### config.mk
export PLATFORM = sky130hd
export DESIGN_NAME = mega_ram_loader
export DESIGN_NICKNAME = d
export VERILOG_FILES = /design/src/rtl/mega_ram_loader.sv
export SDC_FILE = /design/constraint.sdc
export NUM_CORES = 1
export LEC_CHECK = 0
export CORE_ASPECT_RATIO = 0.75
export CORE_MARGIN = 1
export CORE_UTILIZATION = 35
export DETAILED_ROUTE_END_ITERATION = 12
export HOLD_SLACK_MARGIN = 0.08
export MAX_ROUTING_LAYER = met4
export PLACE_DENSITY = 0.58
export SLEW_MARGIN = 10
export SYNTH_ARGS = -nofsm -noshare
export SYNTH_HDL_FRONTEND = slang
export SYNTH_SLANG_ARGS = --single-unit
export TNS_END_PERCENT = 20
### constraint.sdc
create_clock -name clk -period 7.9 [get_ports clk]
set_clock_uncertainty 0.1 [all_clocks]
set_input_delay 1.58 -clock clk [delete_from_list [all_inputs] [get_ports clk]]
set_output_delay 1.58 -clock clk [all_outputs]
set_load 0.03 [all_outputs]
### src/rtl/mega_ram_loader.sv
// Streams parameter words into six RAM regions (W1,B1,W2,B2,W3,B3) in order, skipping empty regions.
// Optional running checksum output enabled by defining MEGA_RAM_LOADER_CHECKSUM_EN.
module mega_ram_loader #(
    parameter int DATA_W   = 32,
    parameter int ADDR_W   = 16,
    parameter int DEPTH_W1 = 1024,
    parameter int DEPTH_B1 = 1024,
    parameter int DEPTH_W2 = 64,
    parameter int DEPTH_B2 = 64,
    parameter int DEPTH_W3 = 10,
    parameter int DEPTH_B3 = 10
) (
    input  logic              clk,
    input  logic              rst,
    input  logic              start,
    input  logic              abort,
    input  logic [DATA_W-1:0] in_data,
    input  logic              in_valid,
    output logic              in_ready,
    output logic [DATA_W-1:0] wr_data,
    output logic [ADDR_W-1:0] wr_addr,
    output logic [5:0]        wr_en,
    output logic              busy,
    output logic              done,
    output logic [2:0]        region
`ifdef MEGA_RAM_LOADER_CHECKSUM_EN
    ,
    output logic [15:0]       checksum
`endif
);

    localparam int NREG = 6;

    localparam logic [1:0] IDLE   = 2'd0;
    localparam logic [1:0] LOAD   = 2'd1;
    localparam logic [1:0] FINISH = 2'd2;

    function automatic int depth_of(input int idx);
        case (idx)
            0:       return DEPTH_W1;
            1:       return DEPTH_B1;
            2:       return DEPTH_W2;
            3:       return DEPTH_B2;
            4:       return DEPTH_W3;
            5:       return DEPTH_B3;
            default: return 0;
        endcase
    endfunction

    logic [1:0]        state_reg;
    logic [2:0]        region_reg;
    logic [ADDR_W-1:0] counter_reg;
    logic [5:0]        wr_en_reg;
    logic [ADDR_W-1:0] wr_addr_reg;
    logic [DATA_W-1:0] wr_data_reg;
    logic              done_reg;

    // Per-region static tables: which regions hold data and the index of their final word.
    logic [NREG-1:0]   nz;
    logic [ADDR_W-1:0] last_addr [NREG];

    genvar gi;
    generate
        for (gi = 0; gi < NREG; gi++) begin : g_region
            localparam int D = depth_of(gi);
            assign nz[gi]        = (D != 0);
            assign last_addr[gi] = (D == 0) ? '0 : ADDR_W'(D - 1);
        end
    endgenerate

    logic       first_found;
    logic [2:0] first_idx;
    logic       next_found;
    logic [2:0] next_idx;

    // Descending scan so the lowest qualifying index is the one that sticks.
    always_comb begin
        first_found = 1'b0;
        first_idx   = '0;
        next_found  = 1'b0;
        next_idx    = '0;
        for (int i = NREG - 1; i >= 0; i--) begin
            if (nz[i]) begin
                first_found = 1'b1;
                first_idx   = 3'(i);
            end
            if (nz[i] && (i > int'(region_reg))) begin
                next_found = 1'b1;
                next_idx   = 3'(i);
            end
        end
    end

    logic is_last;
    logic start_accept;
    logic transfer;

    assign is_last      = (counter_reg == last_addr[region_reg]);
    assign start_accept = (state_reg == IDLE) && start && !abort;
    assign transfer     = (state_reg == LOAD) && in_valid && !abort;

    always_ff @(posedge clk or posedge rst) begin
        if (rst) begin
            state_reg   <= IDLE;
            region_reg  <= '0;
            counter_reg <= '0;
            wr_en_reg   <= '0;
            wr_addr_reg <= '0;
            wr_data_reg <= '0;
            done_reg    <= 1'b0;
        end else begin
            wr_en_reg <= '0;
            done_reg  <= 1'b0;
            case (state_reg)
                IDLE: begin
                    if (start_accept) begin
                        counter_reg <= '0;
                        if (first_found) begin
                            region_reg <= first_idx;
                            state_reg  <= LOAD;
                        end else begin
                            state_reg <= FINISH;
                            done_reg  <= 1'b1;
                        end
                    end
                end
                LOAD: begin
                    if (abort) begin
                        state_reg <= IDLE;
                    end else if (in_valid) begin
                        wr_en_reg   <= 6'b000001 << region_reg;
                        wr_addr_reg <= counter_reg;
                        wr_data_reg <= in_data;
                        if (is_last) begin
                            counter_reg <= '0;
                            if (next_found) begin
                                region_reg <= next_idx;
                            end else begin
                                // done rises together with the final write strobe.
                                state_reg <= FINISH;
                                done_reg  <= 1'b1;
                            end
                        end else begin
                            counter_reg <= counter_reg + 1'b1;
                        end
                    end
                end
                FINISH: begin
                    state_reg <= IDLE;
                end
                default: begin
                    state_reg <= IDLE;
                end
            endcase
        end
    end

`ifdef MEGA_RAM_LOADER_CHECKSUM_EN
    logic [15:0] checksum_reg;

    always_ff @(posedge clk or posedge rst) begin
        if (rst) begin
            checksum_reg <= '0;
        end else if (start_accept) begin
            checksum_reg <= '0;
        end else if (transfer) begin
            checksum_reg <= checksum_reg + 16'(in_data);
        end
    end

    assign checksum = checksum_reg;
`endif

    assign in_ready = (state_reg == LOAD);
    assign busy     = (state_reg == LOAD);
    assign done     = done_reg;
    assign region   = region_reg;
    assign wr_en    = wr_en_reg;
    assign wr_addr  = wr_addr_reg;
    assign wr_data  = wr_data_reg;

endmodule

==> summary.md, run 1 <==
| Metric | Value |
|---|---|
| Status | `finished clean` |
| Sequential share of the synthesized area | `0.5623` |
| Max FFs per register | `32` |
| Vias | `2,754` |
| Fin Setup TNS | `0 ns` |
| Die width | `115.5 um` |
| Final min period | `3.835 ns` |
| ANT cells | `0` |
| Setup crit end kind | `flip-flop` |
| Commonest non-fill, non-tap cells in the layout | `nand2_1, clkdlybuf4s50_1, dfrtp_1, nand4_1` |
| Row cnt | `30` |
| Core Box Area | `9196 um^2` |
| Area Overhead vs Synth | `38.40%` |
| Synth cell types | `43` |
| Synthesized net count | `400` |
| Finished Layout Cells | `579` |
| Die area | `10,060 um^2` |
| Initial antenna violation count | `0` |
| CTS tree | `done` |
| Crit-path max FO | `14` |
| Residual DRC | `0` |
| Placed cell count | `563` |
| Max-cap violations | `0` |
| PortBufs | `96` |
| CTS clk-pin slew, worst paths | `0.05 ns` |
| DP Worst Slack | `3.784 ns` |
| Grt ovf | `0` |
| H-tree depth | `3` |
| Post-CTS setup buffers | `0` |
| Pins Over Slew Limit | `0` |
| Nets | `484` |
| Crit path DAT | `3.98 ns` |
| RSZ-0062 raised after global routing | `no` |
| Starting DRT DRC Count | `184` |
| Final setup margin | `4.065 ns` |
| Number of global-route vias before repair | `2,571` |
| CTS Sinks | `76` |
| Final Hold Fails | `0` |
| Peak VDD IR | `132.3 uV` |
| First-pass GRT wire length | `12,710 um` |
| Slew @ Worst Pin | `0.9569 ns` |
| Crit Path Class | `input pin to flip-flop` |
| Highest clock rate | `260.8 MHz` |
| Io pins | `97` |
| Clock latency on the worst-skew pair | `0.33 ns` |
| Largest net degree at the start of global routing | `77` |
| Slowest CP cell | `nor2_1` |
| Mapped cell area | `3382 um^2` |
| 1st-pass router iterations | `4` |
| Number of synthesized register bits | `76` |
| Yosys Warn Count | `0` |
| Post-synthesis instance total | `362` |
| Clock Path Buffers | `2` |
| Total Wirelength | `7814 um` |
| Placer congestion estimate | `0.7413` |
| Final period utilization | `0.4854` |
| WL/cell | `13.50 um` |
| Hpwl dp | `5143 um` |
| CTS buffer count | `9` |
| Syn Area/Cell | `9.343 um^2` |
| CP Data Required Time | `8.04 ns` |
| Hold Path Class | `flip-flop to flip-flop` |
| Share of cells above drive strength 1 | `0.06208` |
| Routed Antenna Nets | `0` |
| Clock Tree Root | `clkbuf_16` |
| Vias per cell | `4.756` |
| Resized Gates After CTS | `0` |
| Most common cell after layout, fill and taps aside | `nand2_1` |
| # hold bufs at CTS | `0` |
| Count of final setup violators | `0` |
| Starting density of the core | `0.3678` |
| Slowest stage delay, CP | `0.65 ns` |
| Leakage | `2.167 nW` |
| Power density cells | `244.8 nW/um^2` |
| Global Route Usage Sum | `0.1704` |
| Die Y | `87.13 um` |
| CP Launch Type | `input pin` |
| Critical-path cell list | `clkdlybuf4s50_1 -> nor2_1 -> nand4_1 -> or4_1 -> a22oi_1` |
| Slew margin rel. | `0.3620` |
metrics by stage:
| stage | hold WS (ns) | total power, mW | utilization | area, um^2 |
|---|---|---|---|---|
| finish | 0.3704 | 1.146 | 0.5090 | 4681 |
| global route | 0.3919 | 1.201 | 0.5090 | 4681 |
| CTS | 0.3756 | 1.164 | 0.5090 | 4681 |
| detailed placement | 0.3610 | 0.7684 | 0.4776 | 4392 |
| global placement | 0.3559 | 0.7640 | 0.4776 | 4392 |
| floorplan | 0.3756 | 0.6464 | - | 3382 |
cells by family (layout without fill, tap and decap cells):
group / Yosys count / in the layout / synth area share
simple gates: 212 / 212 / 0.2915
flops: 76 / 76 / 0.5623
compound gates: 34 / 34 / 0.07029
buf+inv: 29 / 118 / 0.04217
xor+xnor: 6 / 6 / 0.01554
mux: 4 / 4 / 0.01443
fa+ha+maj: 1 / 1 / 0.003699
cells in the mapped netlist, drive strengths merged:
| cell type | instances | area (um^2) |
|---|---|---|
| buf | 14 | 85.08 |
| nor3b | 1 | 7.510 |
| a221oi | 1 | 15.01 |
| o31ai | 3 | 36.28 |
| nor4 | 4 | 40.04 |
| nand4 | 11 | 68.82 |
| or3 | 6 | 37.54 |
| inv | 4 | 15.01 |
| clkbuf | 11 | 42.54 |
| and2 | 5 | 31.28 |
| nor3 | 3 | 15.01 |
| and3 | 2 | 12.51 |
| nand2 | 149 | 559.3 |
| and4b | 1 | 10.01 |
| mux2i | 3 | 37.54 |
| and4 | 5 | 43.79 |
| ha | 1 | 12.51 |
| nor2 | 7 | 26.28 |
| nand2b | 2 | 12.51 |
| a21bo | 1 | 10.01 |
| and3b | 1 | 8.760 |
| o41ai | 1 | 8.760 |
| mux2 | 1 | 11.26 |
| nor2b | 4 | 25.02 |
| nand3 | 5 | 25.02 |
| a2bb2oi | 1 | 8.760 |
| nand3b | 1 | 7.510 |
| a31oi | 1 | 6.260 |
| nor4b | 2 | 32.53 |
| o21bai | 1 | 7.510 |
| xor2 | 6 | 52.55 |
| a21oi | 8 | 40.04 |
| or4 | 3 | 22.52 |
| o21ai | 9 | 45.04 |
| a22oi | 8 | 60.06 |
| dfrtp | 76 | 1902 |
path summary, 6_finish.rpt:
path	from	endpoint	depth (start not counted)	slack, ns
setup reg to reg	state_reg[1]$_DFFE_PP0P_	counter_reg[15]$_DFFE_PP0P_	4	5.36
hold reg to reg	wr_addr[11]$_DFFE_PP0P_	wr_addr[11]$_DFFE_PP0P_	2	0.37
min in group asynchronous	rst	wr_data[25]$_DFFE_PP0P_	3	1.77
setup / recovery	abort	counter_reg[15]$_DFFE_PP0P_	5	4.07
max in group asynchronous	rst	wr_data[11]$_DFFE_PP0P_	3	5.32
hold / removal	wr_addr[11]$_DFFE_PP0P_	wr_addr[11]$_DFFE_PP0P_	2	0.37
final cells by class:
class                   count  area (um^2)
repair buffers             98        975.9
fillers                   889         4516
flip-flops and latches     76         1902
clock inverters             4        22.52
inverters                   4        15.01
well taps                 128        160.2
clock buffers              12        266.5
multi-input cells         257         1339
report_power, final:
| group | switching, mW | internal [mW] |
|---|---|---|
| registers | 0.0408 | 0.437 |
| logic | 0.162 | 0.119 |
| clock network | 0.151 | 0.236 |
worst max-delay path: cells and delay by family:
| kind | cells | cell delay, ns |
|---|---|---|
| compound gates | 1 | 0.17 |
| simple gates | 3 | 1.80 |
| buf+inv | 1 | 0.43 |
per-layer routing:
layer | global-route usage | routed length [um] | vias to the layer above | share of wire
met1 | 0.2308 | 3749 | 1287 | 0.48
met3 | 0.05846 | 614 | 10 | 0.079
met5 | - | 0 | - | 0
met2 | 0.2363 | 3343 | 84 | 0.43
li1 | - | - | 1373 | -
met4 | 0.05785 | 108 | 0 | 0.014
Power figures use the tool's default switching activity.
==> run 2: changes to the inputs <==
- clock period: 7.9 -> 3.6 ns (I/O delays scaled with it)
==> summary.md, run 2 (same netlist as run 1, synthesis figures left out) <==
| Metric | Value |
|---|---|
| Clock Tree Root | `clkbuf_16` |
| Starting density of the core | `0.3678 (unchanged)` |
| CTS buffer count | `9 (unchanged)` |
| H-tree depth | `3 (unchanged)` |
| Clock latency on the worst-skew pair | `0.33 ns (about the same)` |
| Reg2reg setup slack | `1.47 ns (-3.89 ns)` |
| Starting DRT DRC Count | `143 (-22%)` |
| Global Route Usage Sum | `0.1786 (+0.008231)` |
| Slew @ Worst Pin | `0.6968 ns (-0.2601 ns)` |
| CP Data Required Time | `2.78 ns (-5.26 ns)` |
| First-pass GRT wire length | `13,470 um (+6.0%)` |
| Slew margin rel. | `0.5355 (+0.1734)` |
| Final min period | `2.848 ns` |
| RSZ-0062 raised after global routing | `no` |
| CP Capture Point | `in_ready` |
| Number of global-route vias before repair | `2,706 (+5.3%)` |
| Max FFs per register | `32 (unchanged)` |
| Nets | `489 (+1.0%)` |
| Grt ovf | `0 (unchanged)` |
| Hold Path Class | `flip-flop to flip-flop` |
| Fin Setup TNS | `0 ns (unchanged)` |
| 1st-pass router iterations | `4 (unchanged)` |
| Hpwl dp | `5499 um (+6.9%)` |
| Pins Over Slew Limit | `0 (unchanged)` |
| WL/cell | `13.59 um (+0.68%)` |
| Most common cell after layout, fill and taps aside | `nand2_1` |
| # hold bufs at CTS | `0 (unchanged)` |
| Vias | `2,760 (+0.22%)` |
| Power density cells | `544.7 nW/um^2 (+120%)` |
| Highest clock rate | `351.2 MHz` |
| Setup crit end kind | `primary output` |
| Hold_sp | `wr_data[7]$_DFFE_PP0P_` |
| Final Hold Fails | `0 (unchanged)` |
| R2r endpoint | `wr_data[4]$_DFFE_PP0P_` |
| Vias per cell | `4.726 (-0.64%)` |
| Final period utilization | `0.7910` |
| Crit path DAT | `2.03 ns (-1.95 ns)` |
| Die area | `10,060 um^2 (unchanged)` |
| Count of final setup violators | `0 (unchanged)` |
| Max-cap violations | `0 (unchanged)` |
| Area Overhead vs Synth | `39.96%` |
| Resized Gates After CTS | `0 (unchanged)` |
| Placer congestion estimate | `0.7779 (+4.9%)` |
| Post-CTS setup buffers | `0 (unchanged)` |
| Largest net degree at the start of global routing | `52 (-32%)` |
| Peak VDD IR | `300.6 uV (+130%)` |
| CTS tree | `done` |
| Critical R2R Launch | `state_reg[0]$_DFFE_PP0P_` |
| Io pins | `97 (unchanged)` |
| Hold_ws | `0.3697 ns (-0.0006980 ns)` |
| PortBufs | `96 (unchanged)` |
| Initial antenna violation count | `0 (unchanged)` |
| CTS clk-pin slew, worst paths | `0.06 ns (about the same)` |
| Die width | `115.5 um (unchanged)` |
| Crit-path max FO | `7 (-7)` |
| Crit Path Class | `flip-flop to primary output` |
| Total Wirelength | `7935 um (+1.5%)` |
| Leakage | `2.196 nW (+1.4%)` |
| ANT cells | `0 (unchanged)` |
| Row cnt | `30 (unchanged)` |
| Reg2reg path depth | `5 (+1)` |
| Routed Antenna Nets | `0 (unchanged)` |
| Share of cells above drive strength 1 | `0.07018 (+0.008091)` |
| CTS Sinks | `76 (unchanged)` |
| Core Box Area | `9196 um^2 (unchanged)` |
| CP Launch Type | `flip-flop` |
| Status | `finished clean` |
| Residual DRC | `0 (unchanged)` |
| Origin of the worst setup path | `state_reg[0]$_DFFE_PP0P_` |
| Commonest non-fill, non-tap cells in the layout | `nand2_1, clkdlybuf4s50_1, dfrtp_1, nand4_1` |
| Clock Path Buffers | `2 (unchanged)` |
| Die Y | `87.13 um (unchanged)` |
## run 2: critical path: stages, from the launching register on
cell and delay [ns]:
dfrtp_1 0.39, nor2b_1 0.52, clkdlybuf4s50_1 0.78
## run 2: routing by layer
metal / vias up / global-route usage / routed length, um
met5: - / - / 0
met4: 0 / 0.04959 / 59
met3: 6 / 0.04871 / 459
met2: 70 / 0.2537 / 3384
met1: 1299 / 0.2493 / 4031
li1: 1385 / - / -
## run 2: layout make-up
| class | instances | area, um^2 |
|---|---|---|
| fillers | 875 | 4463 |
| clock buffers | 12 | 256.5 |
| flip-flops and latches | 76 | 1902 |
| well taps | 128 | 160.2 |
| inverters | 4 | 15.01 |
| multi-input cells | 257 | 1339 |
| clock inverters | 4 | 47.55 |
| repair buffers | 103 | 1013 |
## run 2: how the worst min path moves through the flow
| stage | slack, ns | depth (start not counted) | to |
|---|---|---|---|
| 5_1_grt | 0.39 | 2 | wr_data[7]$_DFFE_PP0P_ |
| 6_report | 0.37 | 2 | wr_data[7]$_DFFE_PP0P_ |
| 4_1_cts | 0.38 | 2 | wr_data[7]$_DFFE_PP0P_ |
| 3_5_place_dp | 0.36 | 2 | wr_data[7]$_DFFE_PP0P_ |
| 2_1_floorplan | 0.38 | 2 | wr_addr[15]$_DFFE_PP0P_ |
| 3_3_place_gp | 0.36 | 2 | wr_data[17]$_DFFE_PP0P_ |
## run 2: through the flow
step                power, mW  worst slack (ns)  instances    util  area [um^2]
floorplan               1.419            0.8417        362       -         3382
global placement        1.681            0.7866        568  0.4816         4429
detailed placement      1.691            0.7470        568  0.4816         4429
CTS                     2.614            0.7232        584  0.5147         4733
global route            2.706            0.6254        584  0.5147         4733
finish                  2.578            0.7524        584  0.5147         4733
## run 2: power breakdown
part | internal [mW] | switching (mW)
logic | 0.264 | 0.358
registers | 0.960 | 0.0927
clock network | 0.572 | 0.332
